$ cat src/rtl/frog_life_tracker.sv
// frog_life_tracker: game-progress controller downstream of the frog movement block.
// Tracks score, lives and game phase (idle, respawn, play, dying, goal, over),
// and drives frog_reset so the frog block respawns at its start cell.
//
// Ports:
//   frame_clk    in   1   frame clock, one tick per video frame
//   Reset        in   1   asynchronous active-low reset
//   FrogX        in  11   frog X position (debug only, unused here)
//   FrogY        in  11   frog Y position, unsigned
//   hazard_hit   in   1   frog overlaps a car or water this frame
//   start        in   1   level input, starts/restarts the game
//   frog_reset   out  1   active-high reset to the frog block
//   frog_visible out  1   sprite enable for the renderer
//   lives        out  3   remaining lives
//   score        out 16   accumulated score, saturating at 16'hFFFF
//   playing      out  1   high in PLAY
//   game_over    out  1   high in OVER
module frog_life_tracker #(
  parameter int unsigned FROG_Y_START = 440,
  parameter int unsigned GOAL_Y       = 0,
  parameter int unsigned Y_VALID_MAX  = 440,
  parameter int unsigned NUM_LIVES    = 3,
  parameter int unsigned DEATH_FRAMES = 60,
  parameter int unsigned GOAL_FRAMES  = 30,
  parameter int unsigned ROW_POINTS   = 10,
  parameter int unsigned GOAL_POINTS  = 50
) (
  input  logic        frame_clk,
  input  logic        Reset,
  input  logic [10:0] FrogX,
  input  logic [10:0] FrogY,
  input  logic        hazard_hit,
  input  logic        start,
  output logic        frog_reset,
  output logic        frog_visible,
  output logic [2:0]  lives,
  output logic [15:0] score,
  output logic        playing,
  output logic        game_over
);

  localparam int unsigned YW = 11;
  localparam int unsigned SW = 16;
  localparam int unsigned TW = 8;
  localparam int unsigned LW = 3;

  localparam logic [2:0] ST_IDLE    = 3'd0;
  localparam logic [2:0] ST_RESPAWN = 3'd1;
  localparam logic [2:0] ST_PLAY    = 3'd2;
  localparam logic [2:0] ST_DYING   = 3'd3;
  localparam logic [2:0] ST_GOAL    = 3'd4;
  localparam logic [2:0] ST_OVER    = 3'd5;

  logic [2:0]    state_q, state_d;
  logic [SW-1:0] score_q, score_d;
  logic [LW-1:0] lives_q, lives_d;
  logic [TW-1:0] timer_q, timer_d;
  logic [YW-1:0] best_q, best_d;
  logic          frog_reset_q, frog_reset_d;
  logic          visible_q, visible_d;
  logic          playing_q, playing_d;
  logic          over_q, over_d;

  logic [SW-1:0] add_pts;
  logic [SW:0]   sum;

  // FrogX is carried for debug only
  logic unused_frogx;
  assign unused_frogx = ^FrogX;

  // Next-state, scoring and registered-output decode
  always_comb begin
    state_d = state_q;
    score_d = score_q;
    lives_d = lives_q;
    timer_d = timer_q;
    best_d  = best_q;
    add_pts = '0;
    sum     = '0;

    case (state_q)
      ST_IDLE, ST_OVER: begin
        if (start) begin
          score_d = '0;
          lives_d = LW'(NUM_LIVES);
          state_d = ST_RESPAWN;
        end
      end
      ST_RESPAWN: begin
        best_d  = YW'(FROG_Y_START);
        state_d = ST_PLAY;
      end
      ST_PLAY: begin
        // Goal beats a simultaneous hit; a hit frame awards no row points
        if (FrogY == YW'(GOAL_Y)) begin
          add_pts = SW'(GOAL_POINTS);
          timer_d = TW'(GOAL_FRAMES - 1);
          state_d = ST_GOAL;
        end else if (hazard_hit) begin
          lives_d = lives_q - LW'(1);
          timer_d = TW'(DEATH_FRAMES - 1);
          state_d = ST_DYING;
        end else if ((FrogY < best_q) && (FrogY <= YW'(Y_VALID_MAX))) begin
          add_pts = SW'(ROW_POINTS);
          best_d  = FrogY;
        end
      end
      ST_DYING: begin
        if (timer_q == '0) begin
          state_d = (lives_q == '0) ? ST_OVER : ST_RESPAWN;
        end else begin
          timer_d = timer_q - TW'(1);
        end
      end
      ST_GOAL: begin
        if (timer_q == '0) begin
          state_d = ST_RESPAWN;
        end else begin
          timer_d = timer_q - TW'(1);
        end
      end
      default: state_d = ST_IDLE;
    endcase

    // Saturating score add
    if (add_pts != '0) begin
      sum     = (SW+1)'(score_q) + (SW+1)'(add_pts);
      score_d = sum[SW] ? {SW{1'b1}} : sum[SW-1:0];
    end

    // Outputs decoded from the next state so they align with the state register
    frog_reset_d = (state_d == ST_IDLE) || (state_d == ST_RESPAWN) || (state_d == ST_OVER);
    visible_d    = (state_d != ST_DYING) || timer_d[3];
    playing_d    = (state_d == ST_PLAY);
    over_d       = (state_d == ST_OVER);
  end

  // State, counters and output registers
  always_ff @(posedge frame_clk or negedge Reset) begin
    if (!Reset) begin
      state_q      <= ST_IDLE;
      score_q      <= '0;
      lives_q      <= '0;
      timer_q      <= '0;
      best_q       <= YW'(FROG_Y_START);
      frog_reset_q <= 1'b1;
      visible_q    <= 1'b1;
      playing_q    <= 1'b0;
      over_q       <= 1'b0;
    end else begin
      state_q      <= state_d;
      score_q      <= score_d;
      lives_q      <= lives_d;
      timer_q      <= timer_d;
      best_q       <= best_d;
      frog_reset_q <= frog_reset_d;
      visible_q    <= visible_d;
      playing_q    <= playing_d;
      over_q       <= over_d;
    end
  end

  assign frog_reset   = frog_reset_q;
  assign frog_visible = visible_q;
  assign lives        = lives_q;
  assign score        = score_q;
  assign playing      = playing_q;
  assign game_over    = over_q;

endmodule

$ cat config.mk
export PLATFORM = sky130hd
export DESIGN_NAME = frog_life_tracker
export DESIGN_NICKNAME = d
export VERILOG_FILES = /design/src/rtl/frog_life_tracker.sv
export SDC_FILE = /design/constraint.sdc
export NUM_CORES = 1
export LEC_CHECK = 0
export BUFFER_PORTS_ARGS = -buffer_cell sky130_fd_sc_hd__buf_2
export CAP_MARGIN = 15
export CORE_UTILIZATION = 30
export DETAILED_ROUTE_END_ITERATION = 6
export GPL_TIMING_DRIVEN = 0
export HOLD_SLACK_MARGIN = 0.08
export PLACE_DENSITY = 0.59
export SETUP_SLACK_MARGIN = 0.4
export SYNTH_ARGS = -nofsm -noshare
export SYNTH_HDL_FRONTEND = slang
export SYNTH_SLANG_ARGS = --single-unit
$ cat constraint.sdc
create_clock -name frame_clk -period 3.8 [get_ports frame_clk]
set_clock_uncertainty 0.15 [all_clocks]
set_input_delay 0.57 -clock frame_clk [delete_from_list [all_inputs] [get_ports frame_clk]]
set_output_delay 0.57 -clock frame_clk [all_outputs]
set_load 0.05 [all_outputs]
==> run_results.csv <==
group,metric,value,unit
clock_network,root_buffer,"clkbuf_8",
timing,finalCriticalPeriod,3.36,ns
critical_path,critPathMaxFanout,10,
clock_network,htreeDepth,2,
placement,io_buffers,37,
grt,track_usage,0.153,
pwr,power.share.switching,0.420,
placement,gp_congestion,0.793,
finish,final-seq-area,1130,sq um
synth,ys.flop_type,"dfrtp_1",
synth,yosysWarningCount,0,
synth,synth_cells,297,
timing,holdWs,0.367,ns
pwr,pwr-share-clk,0.179,
timing,finalMaxSlewViolations,0,
synth,synth_edf_count,0,
synth,ys_async_sr_fraction,1.00,
synth,ys_ff_latch,45,
clock_network,numCtsBuffers,5,
timing,hold_viol,0,
route,drc,0,
hold_path,min_path_type,"flip-flop to flip-flop",
route,ant_nets,0,
run_status,status,"completed",
route,via_per_inst,5.28,
critical_path,crit_required,3.85,ns
pwr,power_frac_comb,0.429,
synth,syn_area,2810,sq um
synth,syn-num-nets,341,
floorplan,rows,34,
clock_network,clock_sinks,45,
timing,slew_headroom,0.495,
timing,clock.fmax,297,MHz
grt,first_global_vias,2408,
synth,synth_area_leaders,"dfrtp_1 34%, ha_1 8.0%, dfstp_2 6.5%, nand2_1 3.3%, nor2_1 3.3%",
grt,antenna_found_initial,0,
timing,fin_crit_sh,0.885,
critical_path,crit_type,"input pin to flip-flop",
finish,drive_gt1_frac,0.301,
pwr,leakage,1.57,nW
clock_network,clk_path_buf_depth,2,
grt,grt_max_degree,46,
pwr,p_per_area,486,nW/um^2
synth,ys_seq_area_frac,0.404,
grt,grt_overflow,0,
pwr,seqPwrFrac,0.391,
placement,dp_hpwl,4870,um
critical_path,cp.arrival,3.42,ns
timing,setup_viol,0,
route,first_pass_iters,4,
pwr,p_switching,716,uW
critical_path,critPathLaunchType,"input pin",
timing,tightest_slew,0.751,ns
job,maxCapViolCount,0,
timing,rsz0062_at_grt,"true",
pwr,cellInternalPower,987,uW
route,vias,2451,
floorplan,dieArea,9750,sq um
route,routed_wl,7040,um
finish,design_area,3500,sq um
timing,setup_tns,0,ns
clock_network,cts_tree,"built",
clock_network,clock_latency,0.30,ns
route,drtIter0Drc,113,
synth,ys_types,58,
critical_path,worstSetupEndpointType,"flip-flop",
floorplan,start_util,0.316,
floorplan,die_width,98.8,um
finish,final_nets,399,
critical_path,rrSetupSlack,0.45,ns
finish,n_antenna_cell,0,
floorplan,design.core.area,8890,sq um
synth,yosys.area.top_type_share,0.339,
floorplan,die_h,98.8,um
pwr,irDropWorstVdd,317,uV
finish,multi_input_area,1680,sq um
floorplan,ios,49,
route,drt-wirelength-per-cell,15.2,um
grt,grt_pass1_wl,11900,um
finish,area_growth,24.7,%
synth,synth_top_cell_by_area,"dfrtp_1",
finish,nFillCells,884,
synth,synth.avg_cell_area,9.46,sq um
placement,place_area,3190,sq um
clock_network,clk_pin_slew_worst_paths,0.09,ns
## worst max-delay path, cell delays in order
cell and delay [ns]:
buf_2 0.13, ha_1 0.23, a211oi_4 0.26, nand2_2 0.09
nor4_4 0.35, o211ai_2 0.18, buf_6 0.16, nor2_4 0.10
ha_4 0.23, a311oi_4 0.27, o21bai_4 0.10, and2_1 0.17
buf_8 0.14, a2111o_1 0.29, o211a_1 0.13
## worst paths after layout
check	from	end	cells past startpoint
worst max-delay path	FrogY[9]	score[10]	15
worst min-delay path	best_q[9]	best_q[9]	2
worst max register to register	best_q[10]	score[10]	15
worst min register to register	best_q[9]	best_q[9]	2
max in group asynchronous	Reset	frog_reset	3
min in group asynchronous	Reset	best_q[6]	2
## cell families after synthesis
family,count (synthesis),share of synthesized area
buffers and inverters,33,0.0512
and+or+nand+nor,108,0.208
muxes,14,0.0521
adders and majority gates,18,0.0802
AOI/OAI and AO/OA,74,0.189
xor gates and xnor gates,5,0.0156
DFF,45,0.404
## repair_timing
action,4_1_cts,5_1_grt
hold endpoints to repair,0,4
setup buffers,8,4
pin swaps,8,6
setup endpoints to repair,16,9
resized for setup,15,8
gates cloned,0,0
hold buffers,0,1
## layout by cell type (no fill, tap or decap), drive strengths merged, types with 3 or more instances in the layout
master,synthesis,routed
nor3,5,5
nand2b,9,9
o21ai,16,16
buf,5,56
and3,3,3
dfrtp,38,38
nand2,26,26
dfstp,7,7
and2,3,3
o211a,5,5
a21oi,16,16
mux2i,9,9
o211ai,6,6
inv,22,22
o221a,3,3
nor2,26,26
a211oi,6,6
a2111o,4,4
clkinv,1,3
xnor2,3,3
nand3,15,15
clkbuf,5,9
mux2,5,5
nor4,6,6
ha,18,18
nor2b,3,3
## power groups by stage
stage	Combinational, mW	Clock, mW	Sequential (mW)
after floorplan	0.431	0	0.771
after global placement	0.693	0	0.674
after detailed placement	0.710	0	0.673
after CTS	0.729	0.318	0.666
after global routing	0.811	0.344	0.681
final	0.731	0.306	0.666
## per-layer routing
metal	wire (um)	share of wire	vias to the layer above	track usage
li1	-	-	1198	-
met1	3410	0.49	1184	0.214
met2	3170	0.45	58	0.233
met3	356	0.051	11	0.0418
met4	95	0.014	0	0.0356
met5	0	0	-	0
## metrics by stage
stage	total power, mW	std cells	setup slack [ns]	util
after CTS	1.71	458	0.404	0.384
after detailed placement	1.38	442	-0.312	0.359
after global placement	1.37	442	-0.273	0.359
after global routing	1.84	464	0.260	0.394
final	1.70	464	0.435	0.394
after floorplan	1.20	297	0.328	-
## cells in the mapped netlist (all sizes together), types with 2 or more instances
master	count
a2111o	4
a211oi	6
a21boi	2
a21oi	16
a31oi	2
and2	3
and3	3
buf	5
clkbuf	5
dfrtp	38
dfstp	7
ha	18
inv	22
mux2	5
mux2i	9
nand2	26
nand2b	9
nand3	15
nand4	2
nor2	26
nor2b	3
nor3	5
nor3b	2
nor4	6
o211a	5
o211ai	6
o21ai	16
o21bai	2
o221a	3
o311ai	2
or3	2
or4	2
xnor2	3
xor2	2
## state kept, by name, indices dropped and copies added (netlist names)
| register | flops |
|---|---|
| score | 16 |
| best_q | 11 |
| timer_q | 8 |
| lives | 3 |
| state_q | 3 |
| frog_reset | 1 |
| frog_visible | 1 |
| game_over | 1 |
| playing | 1 |
## area by class of cell
class | instances | share of cell area
plain buffers | 10 | 0.0196
clock buffers | 5 | 0.0196
clock inverters | 3 | 0.00500
inverters | 23 | 0.0247
multi-input cells | 219 | 0.479
flip-flops and latches | 45 | 0.324
well taps | 108 | 0.0386
repair buffers | 51 | 0.0893
Note: power is estimated with default switching activity, not from simulation.
